`config.mk`:
```
export PLATFORM = sky130hd
export DESIGN_NAME = eth_fcs_tx
export DESIGN_NICKNAME = d
export VERILOG_FILES = /design/src/rtl/eth_fcs_tx.sv
export SDC_FILE = /design/constraint.sdc
export NUM_CORES = 1
export LEC_CHECK = 0
export ABC_AREA = 0
export CAP_MARGIN = 10
export CORE_MARGIN = 2
export CORE_UTILIZATION = 40
export CTS_BUF_LIST = sky130_fd_sc_hd__clkbuf_16
export DETAILED_ROUTE_END_ITERATION = 8
export HOLD_SLACK_MARGIN = 0.05
export MAX_ROUTING_LAYER = met4
export PLACE_DENSITY = 0.54
export SYNTH_ARGS = -nofsm -noshare
export SYNTH_HDL_FRONTEND = slang
export SYNTH_SLANG_ARGS = --single-unit
```
`constraint.sdc`:
```
create_clock -name aclk -period 2.6 [get_ports aclk]
set_input_delay 0.52 -clock aclk [delete_from_list [all_inputs] [get_ports aclk]]
set_output_delay 0.52 -clock aclk [all_outputs]
set_load 0.005 [all_outputs]
```
`src/rtl/eth_fcs_tx.sv`:
```
// Ethernet TX FCS generator: accumulates a reflected CRC-32 over header and payload
// bytes, then presents the four FCS bytes to the TX mux straight after the last byte.
module eth_fcs_tx #(
    parameter logic [31:0] POLY   = 32'hEDB88320,
    parameter logic [31:0] INIT   = 32'hFFFFFFFF,
    parameter logic [31:0] XOROUT = 32'hFFFFFFFF
) (
    input  logic       aclk,
    input  logic       aresetn,
    input  logic       crc_start,
    input  logic       crc_en,
    input  logic [7:0] crc_data,
    input  logic       crc_last,
    output logic [7:0] fcs_tx_data,
    output logic       fcs_tx_done,
    output logic       fcs_busy
);

    typedef enum logic [1:0] {
        IDLE  = 2'd0,
        ACCUM = 2'd1,
        EMIT  = 2'd2
    } state_t;

    state_t      r_state;
    state_t      w_stateNext;
    logic [31:0] r_crc;
    logic [31:0] w_crcNext;
    logic [31:0] r_fcs;
    logic [31:0] w_fcsNext;
    logic [1:0]  r_idx;
    logic [1:0]  w_idxNext;
    logic [31:0] w_crcUpd;

    // Eight LSB-first bit steps of the reflected CRC, unrolled into one cycle.
    function automatic logic [31:0] crcByte(input logic [31:0] c, input logic [7:0] d);
        logic [31:0] v;
        v = c;
        for (int i = 0; i < 8; i++) begin
            v = (v >> 1) ^ (POLY & {32{v[0] ^ d[i]}});
        end
        return v;
    endfunction

    assign w_crcUpd = crcByte(r_crc, crc_data);

    always_ff @(posedge aclk or negedge aresetn) begin
        if (!aresetn) begin
            r_state <= IDLE;
            r_crc   <= INIT;
            r_fcs   <= 32'd0;
            r_idx   <= 2'd0;
        end else begin
            r_state <= w_stateNext;
            r_crc   <= w_crcNext;
            r_fcs   <= w_fcsNext;
            r_idx   <= w_idxNext;
        end
    end

    // A restart pulse in ACCUM wins over data and crc_last; the last byte is folded in
    // the same cycle so the FCS follows the payload with no gap.
    always_comb begin
        w_stateNext = r_state;
        w_crcNext   = r_crc;
        w_fcsNext   = r_fcs;
        w_idxNext   = r_idx;
        case (r_state)
            IDLE: begin
                if (crc_start) begin
                    w_crcNext   = INIT;
                    w_stateNext = ACCUM;
                end
            end
            ACCUM: begin
                if (crc_start) begin
                    w_crcNext = INIT;
                end else if (crc_last) begin
                    w_fcsNext   = (crc_en ? w_crcUpd : r_crc) ^ XOROUT;
                    w_idxNext   = 2'd0;
                    w_stateNext = EMIT;
                end else if (crc_en) begin
                    w_crcNext = w_crcUpd;
                end
            end
            EMIT: begin
                if (r_idx == 2'd3) begin
                    w_idxNext   = 2'd0;
                    w_stateNext = IDLE;
                end else begin
                    w_idxNext = r_idx + 2'd1;
                end
            end
            default: begin
                w_stateNext = IDLE;
            end
        endcase
    end

    always_comb begin
        fcs_tx_data = 8'd0;
        fcs_tx_done = 1'b0;
        if (r_state == EMIT) begin
            case (r_idx)
                2'd0:    fcs_tx_data = r_fcs[7:0];
                2'd1:    fcs_tx_data = r_fcs[15:8];
                2'd2:    fcs_tx_data = r_fcs[23:16];
                default: fcs_tx_data = r_fcs[31:24];
            endcase
            fcs_tx_done = (r_idx == 2'd3);
        end
    end

    assign fcs_busy = (r_state == ACCUM) || (r_state == EMIT);

endmodule

```
After elaboration in Yosys (flattened, before gate mapping)
Index checks and enable logic that the tools add are counted.
Widths: inputs -> output; s select.

storage, ports and cells
  flip-flop bits (word level) = 68
  output and inout bits = 10
  logic and storage cells = 59
  input bits = 13

operators by class
  add/sub/neg operators = 1
  equality and inequality tests = 10
  mux-type cells = 17
  bitwise operators = 18
  reductions and logical operators = 9

operator list
  operator             count
  $xor 31x32->32       8
  $mux 32              4
  $pmux 32 s2          1
  $not 32->32          1
  $pmux 8 s3           1
  $mux 2               7
  $reduce_and 3->1     3
  $mux 8               1
  $ne 2x2->1 const B   4
  $xor 1x1->1          8
  $eq 2x2->1 const B   3
  $pmux 2 s3           1
  $eq 2x1->1 const B   2
  $logic_not 2->1      2
  $pmux 2 s2           1
  $reduce_and 4->1     1
  $reduce_bool 2->1    2
  $ne 3x3->1 const B   1
  $add 2x1->2 const B  1
  $logic_or 1x1->1     1
  $mux 1               1
  $not 1->1            1

Depth between registers and ports, before layout
Gate-level depths: netlist of the first run.

  depth after elaboration = 20
  mapped depth = 9
  depth with buffers taken out = 7

Least setup slack after synthesis of the first run
OpenSTA, ideal clock, no wires.

  path kind = input to register
  start point = input crc_data[1]
  end point = register r_fcs[26]
  stages on the path = 6
  arrival = 2.105 ns
  setup time = 0.125 ns
  path buffers = 0
  path slack = 0.370 ns
  cells stage by stage = xnor2_2 xnor2_2 xnor3_2 xor2_2 mux2i_1 mux2_2

between the ends
  longest elaborated chain between the ends = 11

ends and longest elaborated chain
  element                       line  RTL
  start: declaration            12    input logic [7:0] crc_data,
  $xor 1x1->1                   40    v = (v >> 1) ^ (POLY & {32{v[0] ^ d[i]}});
  $xor 31x32->32 (6 in series)  40
  $xor 1x1->1                   40
  $xor 31x32->32                40
  $mux 32                       -
  $not 32->32 (no source line)  -
  end signal: assignment        56    r_fcs <= w_fcsNext;
  end: declaration              29    logic [31:0] r_fcs;

No other way between the ends.
A chain may end at the register's enable or synchronous reset.

Worst setup path after layout of the first run
  start point = register r_idx[0]
  end point = output fcs_tx_data[4]

between the ends
  longest elaborated chain between the ends = 3
  elaborated cells between the ends (all ways) = 5
  classes of those cells = eq/ne (2); mux (2); reduce/logical (1)

ends and longest elaborated chain
  element                             line  RTL
  start: declaration                  31    logic [1:0] r_idx;
  start signal: assignment            57    r_idx <= w_idxNext;
  $eq 2x2->1 (tied with other cells)  104   case (r_idx)
  $pmux 8 s3 *                        104
  $mux 8 *                            103   if (r_state == EMIT) begin
  end: declaration                    14    output logic [7:0] fcs_tx_data,

Every way passes the cells marked *; elsewhere a longest branch is shown, timed or not.

==> results of run 1 <==
flip-flops by register name, summed over array words and instances, names as in the netlist:
signal	count
r_state	2
r_crc	32
r_idx	2
r_fcs	32
how the worst min path moves through the flow:
| stage | start | endpoint | slack [ns] | cells past startpoint |
|---|---|---|---|---|
| final | aresetn | r_fcs[10]$_DFFE_PN0P_ | 0.21 | 2 |
| after floorplan | aresetn | r_fcs[0]$_DFFE_PN0P_ | 0.22 | 0 |
| after global routing | aresetn | r_fcs[1]$_DFFE_PN0P_ | 0.24 | 2 |
| after CTS | aresetn | r_fcs[1]$_DFFE_PN0P_ | 0.22 | 2 |
| after global placement | r_fcs[31]$_DFFE_PN0P_ | r_fcs[31]$_DFFE_PN0P_ | 0.46 | 2 |
| after detailed placement | r_fcs[31]$_DFFE_PN0P_ | r_fcs[31]$_DFFE_PN0P_ | 0.47 | 2 |
cell usage in the layout, fill, tap and decap left out, drive strengths merged, types with 4 or more instances in the layout:
cell           synthesis  routed
a21oi                 41      41
a222oi                 8       8
a22o                  12      12
and2                   9       9
buf                    3      46
clkbuf                23      12
clkdlybuf4s50          0      12
dfrtp                 36      36
dfstp                 32      32
dlygate4sd2            0       4
ha                     7       7
inv                    7       8
mux2                   6       6
nand2                 37      37
nor2                  38      38
o21ai                 30      30
o22a                  17      17
xnor2                 51      51
xor2                  17      17
cell families after synthesis:
kind of cell,after synthesis,share of synthesized area (%)
xor+xnor,71,18.7
flops,68,44.6
mux,9,2.50
fa+ha+maj,7,2.24
simple gates,93,10.0
buf+inv,33,3.20
compound gates,113,18.8
where the power goes:
group          internal (mW)  switching (mW)  leakage, nW  total (mW)
Clock                  0.844           0.488        0.156        1.33
Sequential              1.43           0.237        0.801        1.67
Combinational           1.25            1.24         1.08        2.49
cell type report:
cell class	instances	area share (%)
timing repair buffer	67	11.9
clock buffer	9	4.55
tap	133	3.36
sequential	68	35.2
clock inverter	7	2.00
multi-input combinational	293	42.4
inverter	7	0.531
cells in the mapped netlist (3+ instances only):
cell type  instances
o21ai_0           30
a222oi_1           8
mux2_2             6
o22a_1            15
and2_1             9
xor2_1            15
a21oi_1           41
ha_1               7
dfrtp_1           36
nor3_1             3
dfstp_2           32
mux2i_1            3
xnor2_2            7
a22o_1            12
inv_1              7
nor2_1            38
xnor2_1           44
clkbuf_1          23
nand2_1           37
metrics by stage:
step / cell area, um2 / instances / setup WS [ns] / hold slack, ns
2_1_floorplan: 3910 / 394 / 0.370 / 0.224
3_3_place_gp: 4580 / 568 / -0.110 / 0.464
3_5_place_dp: 4580 / 568 / -0.133 / 0.471
4_1_cts: 4920 / 584 / -0.0484 / 0.225
5_1_grt: 4950 / 584 / -0.0611 / 0.236
6_report: 4950 / 584 / 0.0703 / 0.208
timing repair:
item	in CTS	in global routing
setup endpoints to repair	9	8
buffers inserted	4	0
resized for setup	23	13
gates cloned	0	0
pin swaps	15	10
per-layer routing:
layer | up-vias | GRT usage (%) | wire, um
met5 | - | - | 0
met4 | 0 | 6.38 | 106
met3 | 10 | 4.14 | 353
met2 | 61 | 33.2 | 4840
met1 | 1493 | 30.5 | 4890
li1 | 1469 | - | -
critical path, stage by stage, from the launching register on:
cell,delay (ns)
dfrtp_2,0.44
ha_4,0.17
buf_4,0.15
a222oi_1,0.32
o21ai_1,0.16
and2_1,0.18
dlygate4sd2_1,0.25
==> summary.md, run 1 <==
| Metric | Value |
|---|---|
| Avg Cell Area, Syn | 9.92 um2 |
| Cell taking the most area after synthesis | dfrtp_1 |
| Routed WL | 10200 um |
| Final Skew | 0.00967 ns |
| Share of the yosys chip area belonging to registers | 44.6% |
| Final core occ | 51.3% |
| Grt ovf | 0 |
| Worst setup EP type | output pin |
| Post-Syn Area | 0.00391 mm2 |
| Final setup vio count | 0 |
| RSZ-0062 raised after global routing | yes |
| First-pass GRT wire length | 16500 um |
| Clk_lat worst skew | 0.34 ns |
| CTS max path bufs | 2 |
| Total GRT Usage | 22.0% |
| Vias post-DR | 3033 |
| IO Port Bufs | 22 |
| CP endpoint | fcs_tx_data[4] |
| Initial antenna violation count | 0 |
| Worst R2R Start | r_crc[3]$_DFFE_PN1P_ |
| Leak Pwr | 2.04 nW |
| Boundary Pins | 23 |
| Req. time, crit path | 2.08 ns |
| Tot Pwr | 5.49 mW |
| CTS root buffer | clkbuf_16 |
| Synthesized flop and latch total | 68 |
| FFs w/ async S/R, synth | 100% |
| Number of global-route vias before repair | 2960 |
| Yosys cell types | 34 |
| Ys Warns | 0 |
| First drt pass iteration count | 5 |
| CTS Buf Count | 9 |
| Crit Path Max Fanout | 4 |
| FF-to-FF End | r_fcs[20]$_DFFE_PN0P_ |
| Via density | 5.19 |
| Share of cells above drive strength 1 | 27.5% |
| CTS tree | built |
| Largest net degree at the start of global routing | 69 |
| FF/Latch Area | 0.00174 mm2 |
| GPL Wtd Cong | 0.808 |
| Top FF cell, synth | dfrtp_1 |
| Post-route setup TNS | 0 ns |
| MaxCap Viol Count | 0 |
| HPWL after DPL | 6710 um |
| Routed Antenna Nets | 0 |
| Std cell rows | 36 |
| Tmin final | 2.53 ns |
| Worst R2R Path Depth | 6 |
| Wire per inst | 17.5 um |
| CTS Sinks | 68 |
| # fillers | 934 |
| Status | completed |
| Slew Viols, Final | 0 |
| Final-report hold violation count | 0 |
| Die W | 103 um |
| Setup slack, reg-to-reg | 0.43 ns |
| Power density of the placed cells | 1110 mW/mm2 |
| Antenna cell count | 0 |
| Kind of critical path | reg2out |
| Startpoint type of the worst setup path | register |
| Multi-input gate area | 0.00210 mm2 |
| Slew HR | 57.6% |
| H-tree depth | 3 |
| Core box area | 0.00964 mm2 |
| Synth top area share | 23.0% |
| Die H | 103 um |
| VDD IR max | 0.424 mV |
| Syn Inst Count | 394 |
| Starting Density | 40.6% |
| Synth Net Count | 414 |
| Post-route clock period utilization | 97.3% |
| Worst-Margin Slew | 0.632 ns |
| Final nets | 466 |
| Achievable frequency | 0.395 GHz |
| Worst min-delay path category | in2async |
| DRC errors left | 0 |
| Hold buffer count at CTS | 0 |
| CP startpoint | r_idx[0]$_DFFE_PN0P_ |
| Area contributors post-synth | dfrtp_1 (23%), dfstp_2 (22%), xnor2_1 (9.9%) |
| Layout area overhead | 26.5% |
| DIE AREA | 0.0106 mm2 |
| 1st-iter DRT viols | 165 |
| Number of synthesized flops with an enable pin | 0 |
| Critical Path AT | 2.01 ns |
| Worst-path clk slew | 0.06 ns |
Power figures use the tool's default switching activity.
==> run 2, diff against run 1 <==
CORE_MARGIN = not set   (was 2)
CTS_CLUSTER_DIAMETER = 200   (was not set)
MAX_ROUTING_LAYER = not set   (was met4)
==> run 2 against run 1 <==
Effect of this change:
- the flow now finishes with violations (negative setup slack)
- critical path depth grew 2
- via count fell by 0.96%
- sequential power about the same
- clock skew shrank 0.0024 ns
==> summary.md, run 2 (synthesis results as in run 1) <==
| Metric | Value |
|---|---|
| CTS max path bufs | 2 |
| CTS tree | built |
| Final nets | 467 |
| Antenna cell count | 0 |
| Biggest regs | r_crc (32), r_fcs (32) |
| CTS Sinks | 68 |
| Std cell rows | 35 |
| DIE AREA | 0.0102 mm2 |
| CTS root buffer | clkbuf_16 |
| Hold buffer count at CTS | 0 |
| Vias post-DR | 3004 |
| Sw Ratio | 35.3% |
| Routed WL | 10100 um |
| Setup slack, reg-to-reg | 0.38 ns |
| MaxCap Viol Count | 0 |
| Top routing layer in use | met4 |
| IO Port Bufs | 22 |
| Post-Route M1 WL | 4970 um |
| Status | finished, violations left |
| Pint | 3.57 mW |
| Final Skew | 0.00726 ns |
| First-pass GRT wire length | 16700 um |
| HPWL after DPL | 6900 um |
| DRC errors left | 0 |
| RSZ-0062 raised after global routing | yes |
| Req. time, crit path | 2.08 ns |
| Final-report hold violation count | 0 |
| Power density of the placed cells | 1120 mW/mm2 |
| Tmin final | 2.72 ns |
| Total GRT Usage | 22.0% |
| Startpoint type of the worst setup path | register |
| Gate power share | 43.9% |
| 1st-iter DRT viols | 152 |
| Leak Pwr | 2.08 nW |
| Worst min-delay path category | in2async |
| Initial antenna violation count | 0 |
| GPL Wtd Cong | 0.832 |
| Worst setup EP type | output pin |
| Number of global-route vias before repair | 3008 |
| First drt pass iteration count | 5 |
| H-tree depth | 3 |
| Layout Cells excl Fill | 581 |
| Largest net degree at the start of global routing | 69 |
| Violated checks | negative setup slack |
| Reg power frac | 30.6% |
| FF/Latch Area | 0.00174 mm2 |
| Critical Path AT | 2.20 ns |
| CTS Buf Count | 9 |
| Wire per inst | 17.4 um |
| Final core occ | 52.7% |
| Boundary Pins | 23 |
| Worst-Margin Slew | 0.612 ns |
| Placed cell count | 565 |
| Worst-path clk slew | 0.06 ns |
| Core box area | 0.00937 mm2 |
| Achievable frequency | 0.367 GHz |
| Slew Viols, Final | 0 |
| Die W | 101 um |
| Routed Antenna Nets | 0 |
| Grt ovf | 0 |
| Die H | 101 um |
| Slew HR | 59.2% |
| # fillers | 879 |
| Kind of critical path | reg2out |
| Clock Power Share | 25.5% |
| VDD IR max | 0.383 mV |
| Share of cells above drive strength 1 | 27.4% |
| Leading cell type in the layout, fill and taps excluded | xnor2_1 |
| Via density | 5.17 |
| Most frequent cells in the layout | xnor2_1 (44), buf_4 (42), a21oi_1 (41) |
| Met3 wire length | 368 um |
| Routed met2 length | 4670 um |
| Clk_lat worst skew | 0.33 ns |
| Layout area overhead | 26.4% |
| Starting Density | 41.7% |
| Multi-input gate area | 0.00210 mm2 |
| NetSw | 1.95 mW |
| Crit Path Max Fanout | 4 |
| Post-route clock period utilization | 105% |
| Final setup vio count | 2 |
| Worst setup margin | -0.124 ns |
run 2: cell count changes in the layout (fill, tap and decap cells not counted), sizes merged, moves of 2 or more:
| cell | previous run | this run |
|---|---|---|
| buf | 46 | 50 |
| clkbuf | 12 | 10 |
| dlygate4sd2 | 4 | 2 |
| dlymetal6s2s | 0 | 2 |
run 2: what timing repair did:
action,4_1_cts,5_1_grt
cloned,0,0
setup endpoints to repair,9,8
resized for setup,29,8
setup buffers,1,0
pin swaps,16,12
run 2: power groups by stage:
stage | Combinational [mW] | Clock [mW] | Sequential [mW]
3_5_place_dp | 2.37 | 0 | 1.69
5_1_grt | 2.66 | 1.48 | 1.72
3_3_place_gp | 2.35 | 0 | 1.69
2_1_floorplan | 1.57 | 0 | 1.60
6_report | 2.42 | 1.41 | 1.69
4_1_cts | 2.42 | 1.43 | 1.68
run 2: final timing paths:
kind / startpoint / endpoint / cells past startpoint
hold reg to reg: r_fcs[15]$_DFFE_PN0P_ / r_fcs[15]$_DFFE_PN0P_ / 2
min in group aclk: r_fcs[15]$_DFFE_PN0P_ / r_fcs[15]$_DFFE_PN0P_ / 2
setup / recovery: r_idx[0]$_DFFE_PN0P_ / fcs_tx_data[3] / 8
setup reg to reg: r_state[1]$_DFFE_PN0P_ / r_fcs[25]$_DFFE_PN0P_ / 7
max in group asynchronous: aresetn / r_crc[12]$_DFFE_PN1P_ / 2
hold / removal: aresetn / r_state[0]$_DFFE_PN0P_ / 2
run 2: layer usage:
metal  global-route usage (%)  vias up
met5                        0        -
met4                     4.91        0
met3                     3.81        9
met2                     34.4       56
met1                     32.0     1470
li1                         -     1469
run 2: area by class of cell:
| class | instances | share of cell area, % |
|---|---|---|
| Clock inverter | 7 | 2.33 |
| Inverter | 7 | 0.532 |
| Multi-Input combinational cell | 293 | 42.4 |
| Tap cell | 129 | 3.27 |
| Timing Repair Buffer | 68 | 11.6 |
| Clock buffer | 9 | 4.56 |
| Sequential cell | 68 | 35.2 |
run 2: per-stage QoR:
stage	hold slack (ns)	worst slack, ns	instance area (um2)	setup TNS (ns)	power [mW]
after global placement	0.463	-0.126	4560	-0.400	4.04
after CTS	0.221	-0.106	4940	-0.331	5.54
after global routing	0.220	-0.181	4940	-0.400	5.86
after detailed placement	0.473	-0.131	4560	-0.474	4.06
after floorplan	0.224	0.370	3910	0	3.17
final	0.196	-0.124	4940	-0.152	5.51
run 2: worst max-delay path: stages (launching register included):
cell and delay [ns]:
dfrtp_1 0.42, inv_2 0.10, ha_4 0.17, buf_6 0.13, a222oi_1 0.53, buf_4 0.21
o21ai_1 0.05, and2_1 0.14, buf_2 0.12
==> run 3, diff against run 2 <==
CTS_CLUSTER_SIZE = 16   (was not set)
==> results of run 3 <==
Same layout as run 2: the final DEF is identical, and so are final timing and power.
